`config.mk`:
```
export PLATFORM = sky130hd
export DESIGN_NAME = rx_multi_dispatcher
export DESIGN_NICKNAME = d
export VERILOG_FILES = /design/src/rtl/rx_dispatch_pkg.sv /design/src/rtl/rx_dispatch_fifo.sv /design/src/rtl/rx_multi_dispatcher.sv
export SDC_FILE = /design/constraint.sdc
export NUM_CORES = 1
export LEC_CHECK = 0
export BUFFER_PORTS_ARGS = -buffer_cell sky130_fd_sc_hd__clkbuf_2
export CORE_MARGIN = 4
export CORE_UTILIZATION = 30
export DETAILED_ROUTE_END_ITERATION = 8
export PLACE_DENSITY_LB_ADDON = 0.08
export SETUP_SLACK_MARGIN = 0.3
export SYNTH_ARGS = -nofsm -noshare
export SYNTH_HDL_FRONTEND = slang
export SYNTH_SLANG_ARGS = --single-unit
```
`constraint.sdc`:
```
create_clock -name clk -period 16.2 [get_ports clk]
set_input_delay 3.24 -clock clk [delete_from_list [all_inputs] [get_ports clk]]
set_output_delay 3.24 -clock clk [all_outputs]
set_load 0.03 [all_outputs]
```
`src/rtl/rx_dispatch_pkg.sv`:
```
// Shared definitions for the RX multi-channel dispatcher.
//   - opcode field width and default position in the packet head
//   - route table entry type {vld, ch}
//   - reset-time default route table, keyed to the protocol opcode macros
// The opcode macros normally come from protocol_engine_def.vh. If that header
// has not been read before this file, the fallback values below are used.
// PKT_META_BUS_WIDTH is also given a fallback of 64 if it is undefined.

`ifndef PKT_META_BUS_WIDTH
`define PKT_META_BUS_WIDTH 64
`endif

`ifndef PROTOCOL_ENGINE_DEF_VH
`define OPC_SEND_FIRST                5'h00
`define OPC_SEND_MIDDLE               5'h01
`define OPC_SEND_LAST                 5'h02
`define OPC_SEND_LAST_IMM             5'h03
`define OPC_SEND_ONLY                 5'h04
`define OPC_SEND_ONLY_IMM             5'h05
`define OPC_RDMA_WRITE_FIRST          5'h06
`define OPC_RDMA_WRITE_MIDDLE         5'h07
`define OPC_RDMA_WRITE_LAST           5'h08
`define OPC_RDMA_WRITE_LAST_IMM       5'h09
`define OPC_RDMA_WRITE_ONLY           5'h0A
`define OPC_RDMA_WRITE_ONLY_IMM       5'h0B
`define OPC_RDMA_READ_REQUEST         5'h0C
`define OPC_RDMA_READ_RESPONSE_FIRST  5'h0D
`define OPC_RDMA_READ_RESPONSE_MIDDLE 5'h0E
`define OPC_RDMA_READ_RESPONSE_LAST   5'h0F
`define OPC_RDMA_READ_RESPONSE_ONLY   5'h10
`define OPC_ACKNOWLEDGE               5'h11
`endif

package rx_dispatch_pkg;

    localparam int OPC_W           = 5;
    localparam int NUM_OPC         = 32;
    localparam int OPC_LSB_DEFAULT = 24;
    // Wide enough for the largest supported channel count (8).
    localparam int ROUTE_CH_W      = 3;

    typedef struct packed {
        logic                  vld;
        logic [ROUTE_CH_W-1:0] ch;
    } route_t;

    localparam int ROUTE_W = $bits(route_t);

    // Request traffic goes to channel 0.
    localparam logic [NUM_OPC-1:0] DEF_CH0_MASK =
        (32'd1 << `OPC_SEND_FIRST) | (32'd1 << `OPC_SEND_MIDDLE) |
        (32'd1 << `OPC_SEND_LAST) | (32'd1 << `OPC_SEND_LAST_IMM) |
        (32'd1 << `OPC_SEND_ONLY) | (32'd1 << `OPC_SEND_ONLY_IMM) |
        (32'd1 << `OPC_RDMA_WRITE_FIRST) | (32'd1 << `OPC_RDMA_WRITE_MIDDLE) |
        (32'd1 << `OPC_RDMA_WRITE_LAST) | (32'd1 << `OPC_RDMA_WRITE_LAST_IMM) |
        (32'd1 << `OPC_RDMA_WRITE_ONLY) | (32'd1 << `OPC_RDMA_WRITE_ONLY_IMM) |
        (32'd1 << `OPC_RDMA_READ_REQUEST);

    // Response traffic goes to channel 1.
    localparam logic [NUM_OPC-1:0] DEF_CH1_MASK =
        (32'd1 << `OPC_RDMA_READ_RESPONSE_FIRST) | (32'd1 << `OPC_RDMA_READ_RESPONSE_MIDDLE) |
        (32'd1 << `OPC_RDMA_READ_RESPONSE_LAST) | (32'd1 << `OPC_RDMA_READ_RESPONSE_ONLY) |
        (32'd1 << `OPC_ACKNOWLEDGE);

    function automatic route_t default_route(input logic [OPC_W-1:0] opc);
        route_t r;
        r = '0;
        if (DEF_CH0_MASK[opc]) begin
            r.vld = 1'b1;
        end else if (DEF_CH1_MASK[opc]) begin
            r.vld = 1'b1;
            r.ch  = ROUTE_CH_W'(1);
        end
        return r;
    endfunction

endpackage

```
`src/rtl/rx_dispatch_fifo.sv`:
```
// Per-channel packet head buffer for the RX dispatcher.
// Ports:
//   clk, rst               clock, synchronous active-high reset (empties buffer)
//   push, push_data        write request (ignored while full)
//   full                   occupancy == FIFO_DEPTH, from registered count only
//   out_valid, out_data    head of buffer; out_data is 0 while empty
//   out_ready              pops the head when out_valid is set

module rx_dispatch_fifo #(
    parameter int META_W     = 64,
    parameter int FIFO_DEPTH = 4
) (
    input  logic              clk,
    input  logic              rst,
    input  logic              push,
    input  logic [META_W-1:0] push_data,
    output logic              full,
    output logic              out_valid,
    output logic [META_W-1:0] out_data,
    input  logic              out_ready
);

    localparam int PTR_W = $clog2(FIFO_DEPTH);
    localparam logic [PTR_W-1:0] PTR_ONE = PTR_W'(1);
    localparam logic [PTR_W:0]   CNT_ONE = (PTR_W + 1)'(1);
    localparam logic [PTR_W:0]   CNT_MAX = (PTR_W + 1)'(FIFO_DEPTH);

    logic [META_W-1:0] mem_q [FIFO_DEPTH];
    logic [META_W-1:0] mem_d [FIFO_DEPTH];
    logic [PTR_W-1:0]  wr_ptr_q, wr_ptr_d;
    logic [PTR_W-1:0]  rd_ptr_q, rd_ptr_d;
    // One extra bit so a full buffer is distinguishable from an empty one.
    logic [PTR_W:0]    count_q, count_d;
    logic              do_push, do_pop;

    assign full      = (count_q == CNT_MAX);
    assign out_valid = (count_q != '0);
    assign out_data  = out_valid ? mem_q[rd_ptr_q] : '0;
    assign do_push   = push && !full;
    assign do_pop    = out_valid && out_ready;

    always_comb begin
        mem_d    = mem_q;
        wr_ptr_d = wr_ptr_q;
        rd_ptr_d = rd_ptr_q;
        count_d  = count_q;
        if (do_push) begin
            mem_d[wr_ptr_q] = push_data;
            wr_ptr_d        = wr_ptr_q + PTR_ONE;
        end
        if (do_pop) begin
            rd_ptr_d = rd_ptr_q + PTR_ONE;
        end
        case ({do_push, do_pop})
            2'b10:   count_d = count_q + CNT_ONE;
            2'b01:   count_d = count_q - CNT_ONE;
            default: count_d = count_q;
        endcase
    end

    always_ff @(posedge clk) begin
        if (rst) begin
            wr_ptr_q <= '0;
            rd_ptr_q <= '0;
            count_q  <= '0;
        end else begin
            wr_ptr_q <= wr_ptr_d;
            rd_ptr_q <= rd_ptr_d;
            count_q  <= count_d;
        end
    end

    // Storage needs no reset; the count alone decides what is visible.
    always_ff @(posedge clk) begin
        mem_q <= mem_d;
    end

endmodule

```
`src/rtl/rx_multi_dispatcher.sv`:
```
// Routes ingress packet heads to NUM_CH output channels by opcode.
// A 32-entry route table {vld, ch} maps each opcode to a channel. Entries that
// are invalid or point past NUM_CH are dropped and counted in drop_cnt.
// Ports:
//   clk, rst                                 clock, synchronous active-high reset
//   ingress_pkt_valid/head/ready             ingress handshake
//   ch_pkt_valid/head/ready                  per-channel egress handshakes
//   cfg_wr_en/opcode/data                    route table write, data = {vld, ch}
//   drop_cnt                                 saturating count of dropped beats
//   ch_pkt_cnt (RX_DISPATCH_STATS_EN only)   saturating per-channel pop counts
// Optional feature macro: RX_DISPATCH_STATS_EN.

module rx_multi_dispatcher
    import rx_dispatch_pkg::*;
#(
    parameter int NUM_CH     = 4,
    parameter int META_W     = `PKT_META_BUS_WIDTH,
    parameter int OPC_LSB    = OPC_LSB_DEFAULT,
    parameter int FIFO_DEPTH = 4,
    localparam int CH_W      = $clog2(NUM_CH)
) (
    input  logic                     clk,
    input  logic                     rst,
    input  logic                     ingress_pkt_valid,
    input  logic [META_W-1:0]        ingress_pkt_head,
    output logic                     ingress_pkt_ready,
    output logic [NUM_CH-1:0]        ch_pkt_valid,
    output logic [NUM_CH*META_W-1:0] ch_pkt_head,
    input  logic [NUM_CH-1:0]        ch_pkt_ready,
    input  logic                     cfg_wr_en,
    input  logic [OPC_W-1:0]         cfg_wr_opcode,
    input  logic [CH_W:0]            cfg_wr_data,
    output logic [31:0]              drop_cnt
`ifdef RX_DISPATCH_STATS_EN
    ,
    output logic [NUM_CH*32-1:0]     ch_pkt_cnt
`endif
);

    route_t           route_q [NUM_OPC];
    route_t           route_d [NUM_OPC];
    logic [31:0]      drop_cnt_q, drop_cnt_d;
    logic [OPC_W-1:0] opc;
    route_t           ent;
    logic             drop, tgt_full, accept;
    logic [NUM_CH-1:0] push, full_v;

    assign opc      = ingress_pkt_head[OPC_LSB +: OPC_W];
    assign drop_cnt = drop_cnt_q;

    // Lookup reads the registered table, so a same-cycle write only affects
    // later beats.
    always_comb begin
        ent      = route_q[opc];
        drop     = !ent.vld || (int'(ent.ch) >= NUM_CH);
        tgt_full = 1'b0;
        for (int i = 0; i < NUM_CH; i++) begin
            if (int'(ent.ch) == i) tgt_full = full_v[i];
        end
        ingress_pkt_ready = !rst && (drop || !tgt_full);
        accept            = ingress_pkt_valid && ingress_pkt_ready;
        push              = '0;
        for (int i = 0; i < NUM_CH; i++) begin
            push[i] = accept && !drop && (int'(ent.ch) == i);
        end

        drop_cnt_d = drop_cnt_q;
        if (accept && drop && (drop_cnt_q != '1)) begin
            drop_cnt_d = drop_cnt_q + 32'd1;
        end

        route_d = route_q;
        if (cfg_wr_en) begin
            route_d[cfg_wr_opcode].vld = cfg_wr_data[CH_W];
            route_d[cfg_wr_opcode].ch  = ROUTE_CH_W'(cfg_wr_data[CH_W-1:0]);
        end
    end

    always_ff @(posedge clk) begin
        if (rst) begin
            for (int i = 0; i < NUM_OPC; i++) begin
                route_q[i] <= default_route(OPC_W'(i));
            end
            drop_cnt_q <= '0;
        end else begin
            route_q    <= route_d;
            drop_cnt_q <= drop_cnt_d;
        end
    end

    for (genvar g = 0; g < NUM_CH; g++) begin : g_ch
        rx_dispatch_fifo #(
            .META_W     (META_W),
            .FIFO_DEPTH (FIFO_DEPTH)
        ) u_fifo (
            .clk       (clk),
            .rst       (rst),
            .push      (push[g]),
            .push_data (ingress_pkt_head),
            .full      (full_v[g]),
            .out_valid (ch_pkt_valid[g]),
            .out_data  (ch_pkt_head[g*META_W +: META_W]),
            .out_ready (ch_pkt_ready[g])
        );
    end

`ifdef RX_DISPATCH_STATS_EN
    logic [31:0] pkt_cnt_q [NUM_CH];
    logic [31:0] pkt_cnt_d [NUM_CH];

    always_comb begin
        for (int i = 0; i < NUM_CH; i++) begin
            pkt_cnt_d[i] = pkt_cnt_q[i];
            if (ch_pkt_valid[i] && ch_pkt_ready[i] && (pkt_cnt_q[i] != '1)) begin
                pkt_cnt_d[i] = pkt_cnt_q[i] + 32'd1;
            end
            ch_pkt_cnt[i*32 +: 32] = pkt_cnt_q[i];
        end
    end

    always_ff @(posedge clk) begin
        if (rst) begin
            for (int i = 0; i < NUM_CH; i++) pkt_cnt_q[i] <= '0;
        end else begin
            pkt_cnt_q <= pkt_cnt_d;
        end
    end
`endif

endmodule
```
==> metrics <==
Reg2Reg Depth 7; commonest non-fill, non-tap cell in the layout edfxtp_1; Detail Placement HPWL 81.5 mm; sequential element share of the synthesized area between 70 and 80%; root buf cell clkbuf_16; vias per cell 4.89; pre-CTS WS ~6700 ps; Slowest Stage Delay on Critical Path between 500 and 600 ps; Die Ht about 400 um; hold slack final 456 ps; FP Rows 143; Antenna Nets Post-Route 0; cell area after synthesis 46,200 um^2; Pwr per Cell Area 126 nW/um^2; post-synth top area cell edfxtp_1; First-pass DRT Iterations 5; yosys warns 0; starting DRC count in detailed routing 1,517; first-pass GRT wire length 194 mm; Slew headroom 22.4%; CP Class primary input to output port; worst r2r src route_q[100]; Post-route DRC 0; Cell variety after synth 52; crit end category output port; final net count 3,014; Worst-Skew Late Latency about 760 ps; IO Pins 373; FMAX 105 MHz; hold-fix buffers at CTS 0; Startpoint Class primary input; status finished clean; PnR worst setup slack 6680 ps; Reg2Reg Setup Slack 11,980 ps; Top Family by Delay on Critical Path multiplexers; clk buf depth 3; Final min period 9520 ps; VDD IR-drop max between 90 and 100 uV; starting density of the core 30.3%; worst-path cell chain clkbuf_2 -> buf_4 -> mux4_2 -> mux4_2 -> mux2_2 -> nand2_1 -> nor2_1 -> a211oi_1 -> clkbuf_2; clk_skew between 30 and 40 ps; via count 24,700; unrepaired setup endpoints after global routing no; Worst Hold Class register to register; Num CTS Buffers 139; Resized Gates After CTS 0; gr usage total 16.7%; H-Tree Depth 4; Final Util 35.9%; Fin Setup TNS 0 ps; Die X 400 um; mean routed wirelength per cell 26.7 um; largest cells by area after synthesis edfxtp_1 67%, mux4_2 14%, dfxtp_1 6.8%; share of layout cells above drive strength 1 30.3%; CP bufs+invs 3; Clock transition at path regs 50 ps; setup bufs post-CTS 0; DRT Wirelength 135 mm; Synth top area share between 60% and 70%; post-synth net total 2,612; placed cell count 4,798; initial antenna violation count 12; Worst Path Max Fanout 44; gr ovfl total 0; Leak 17.8 nW; largest net degree at the start of global routing 107; Post-Layout Cell Count 5,047; Worst Hold Endpoint route_q[48]; most frequent cells in the layout 1,024 x edfxtp_1, 371 x clkbuf_2, 280 x mux4_2, 260 x and2_1, 148 x dfxtp_1; final worst-path cycle share 58.7%; WHS Path Cells 2; Clock Sinks 1,180; Final Wtd Congestion 0.741; CTS tree built; CP max stage cell mux4_2; Worst Path Arrival around 6300 ps; die area approximately 160,000 um^2; Post-Synthesis Cells 2,507; final hold violation count 0; Max-Cap Viols 0; Slew @ Worst Pin around 1200 ps; capture point of the worst reg-to-reg path g_ch[0].u_fifo.mem_q[209]; hold path start route_q[48]; Final setup viols 0; Synth Area per Inst 18.4 um^2; Seq cells post-synth 1,180; Area Growth Syn to Fin 18.6%; Slew Limit Fails 0; Core Footprint between 150,000 and 200,000 um^2; PortBufs between 300 and 400; Worst Path Required 12,960 ps; vias in the first global route 26,400
[state kept, by name, summed over array words and instances, names as in the netlist]
name and flops:
drop_cnt 32, g_ch.u_fifo.count_q 12, g_ch.u_fifo.mem_q 1024, g_ch.u_fifo.rd_ptr_q 8, g_ch.u_fifo.wr_ptr_q 8, route_q 96
[tightest hold or removal path, stage by stage (launching register included)]
cell	delay, ps
dfxtp_1	300
nand2_1	50
a21oi_1	50
[cell families (layout without fill, tap and decap cells)]
logic type / count (synthesis) / in the layout / synth area share (%)
AO/OA/AOI/OAI: 173 / 173 / 2.19
multiplexers: 304 / 304 / 14.2
adder cells (fa/ha/maj): 25 / 25 / 0.743
buffers and inverters: 180 / 684 / 1.56
AND/OR/NAND/NOR: 611 / 611 / 7.28
other: 0 / 6 / 0
flip-flops: 1180 / 1180 / 73.4
XOR/XNOR: 34 / 34 / 0.645
[stage by stage]
stage	total power, mW	cell area (um^2)
6_report	6.90	54800
5_1_grt	7.17	54700
4_1_cts	7.02	54700
3_5_place_dp	3.95	50300
3_3_place_gp	3.94	50300
2_1_floorplan	3.72	46200
[per-layer routing]
metal  up-vias  track usage (%)  share of wire, %
li1      10600                -                 -
met1     13200             22.2                44
met2       632             27.8                49
met3       164             3.66               5.1
met4         6             4.01               1.7
met5         -                0             0.024
[Yosys cell counts (all sizes together)]
| library cell | count |
|---|---|
| nand4 | 14 |
| or3b | 1 |
| nand2b | 3 |
| nor2 | 80 |
| o2111ai | 2 |
| mux2 | 4 |
| nor3b | 4 |
| a211oi | 2 |
| dfxtp | 156 |
| nor3 | 5 |
| xnor2 | 13 |
| or2 | 1 |
| mux4 | 280 |
| or3 | 18 |
| a211o | 21 |
| xor2 | 21 |
| and3b | 1 |
| o31ai | 7 |
| a22oi | 3 |
| inv | 34 |
| nor4b | 1 |
| a21oi | 86 |
| a221oi | 2 |
| and4b | 1 |
| nand2 | 106 |
| nor2b | 12 |
| ha | 21 |
| fa | 4 |
| and3 | 21 |
| o211ai | 1 |
| nor4 | 4 |
| nand3 | 49 |
| clkbuf | 106 |
| or4 | 6 |
| buf | 40 |
| and2 | 276 |
| nand3b | 6 |
| edfxtp | 1024 |
| o21ai | 49 |
| and4 | 2 |
| mux2i | 20 |
[power breakdown]
part	total (mW)	internal [mW]	leakage, nW	switching [mW]
registers	3.34	3.32	10.5	0.0235
clock network	3.03	1.80	2.16	1.23
logic	0.522	0.161	5.12	0.360
total	6.90	5.28	17.8	1.61
[cell type report]
class                   count  area, um^2
fillers                 14400       97700
clock buffers             191        3840
inverters                  34         128
clock inverters            52         592
flip-flops and latches   1180       33900
diodes                      6        15.0
repair buffers            407        2130
well taps                2030        2540
multi-input cells        1147       11600
[worst max-delay path by stage]
stage,startpoint,endpoint,cells after the start
after floorplan,ingress_pkt_head[25],ingress_pkt_ready,7
after global placement,ingress_pkt_head[25],ingress_pkt_ready,9
after detailed placement,ingress_pkt_head[25],ingress_pkt_ready,9
after CTS,ingress_pkt_head[25],ingress_pkt_ready,9
after global routing,ingress_pkt_head[25],ingress_pkt_ready,9
final,ingress_pkt_head[25],ingress_pkt_ready,9
No activity file was read; power rests on OpenSTA's default activity.
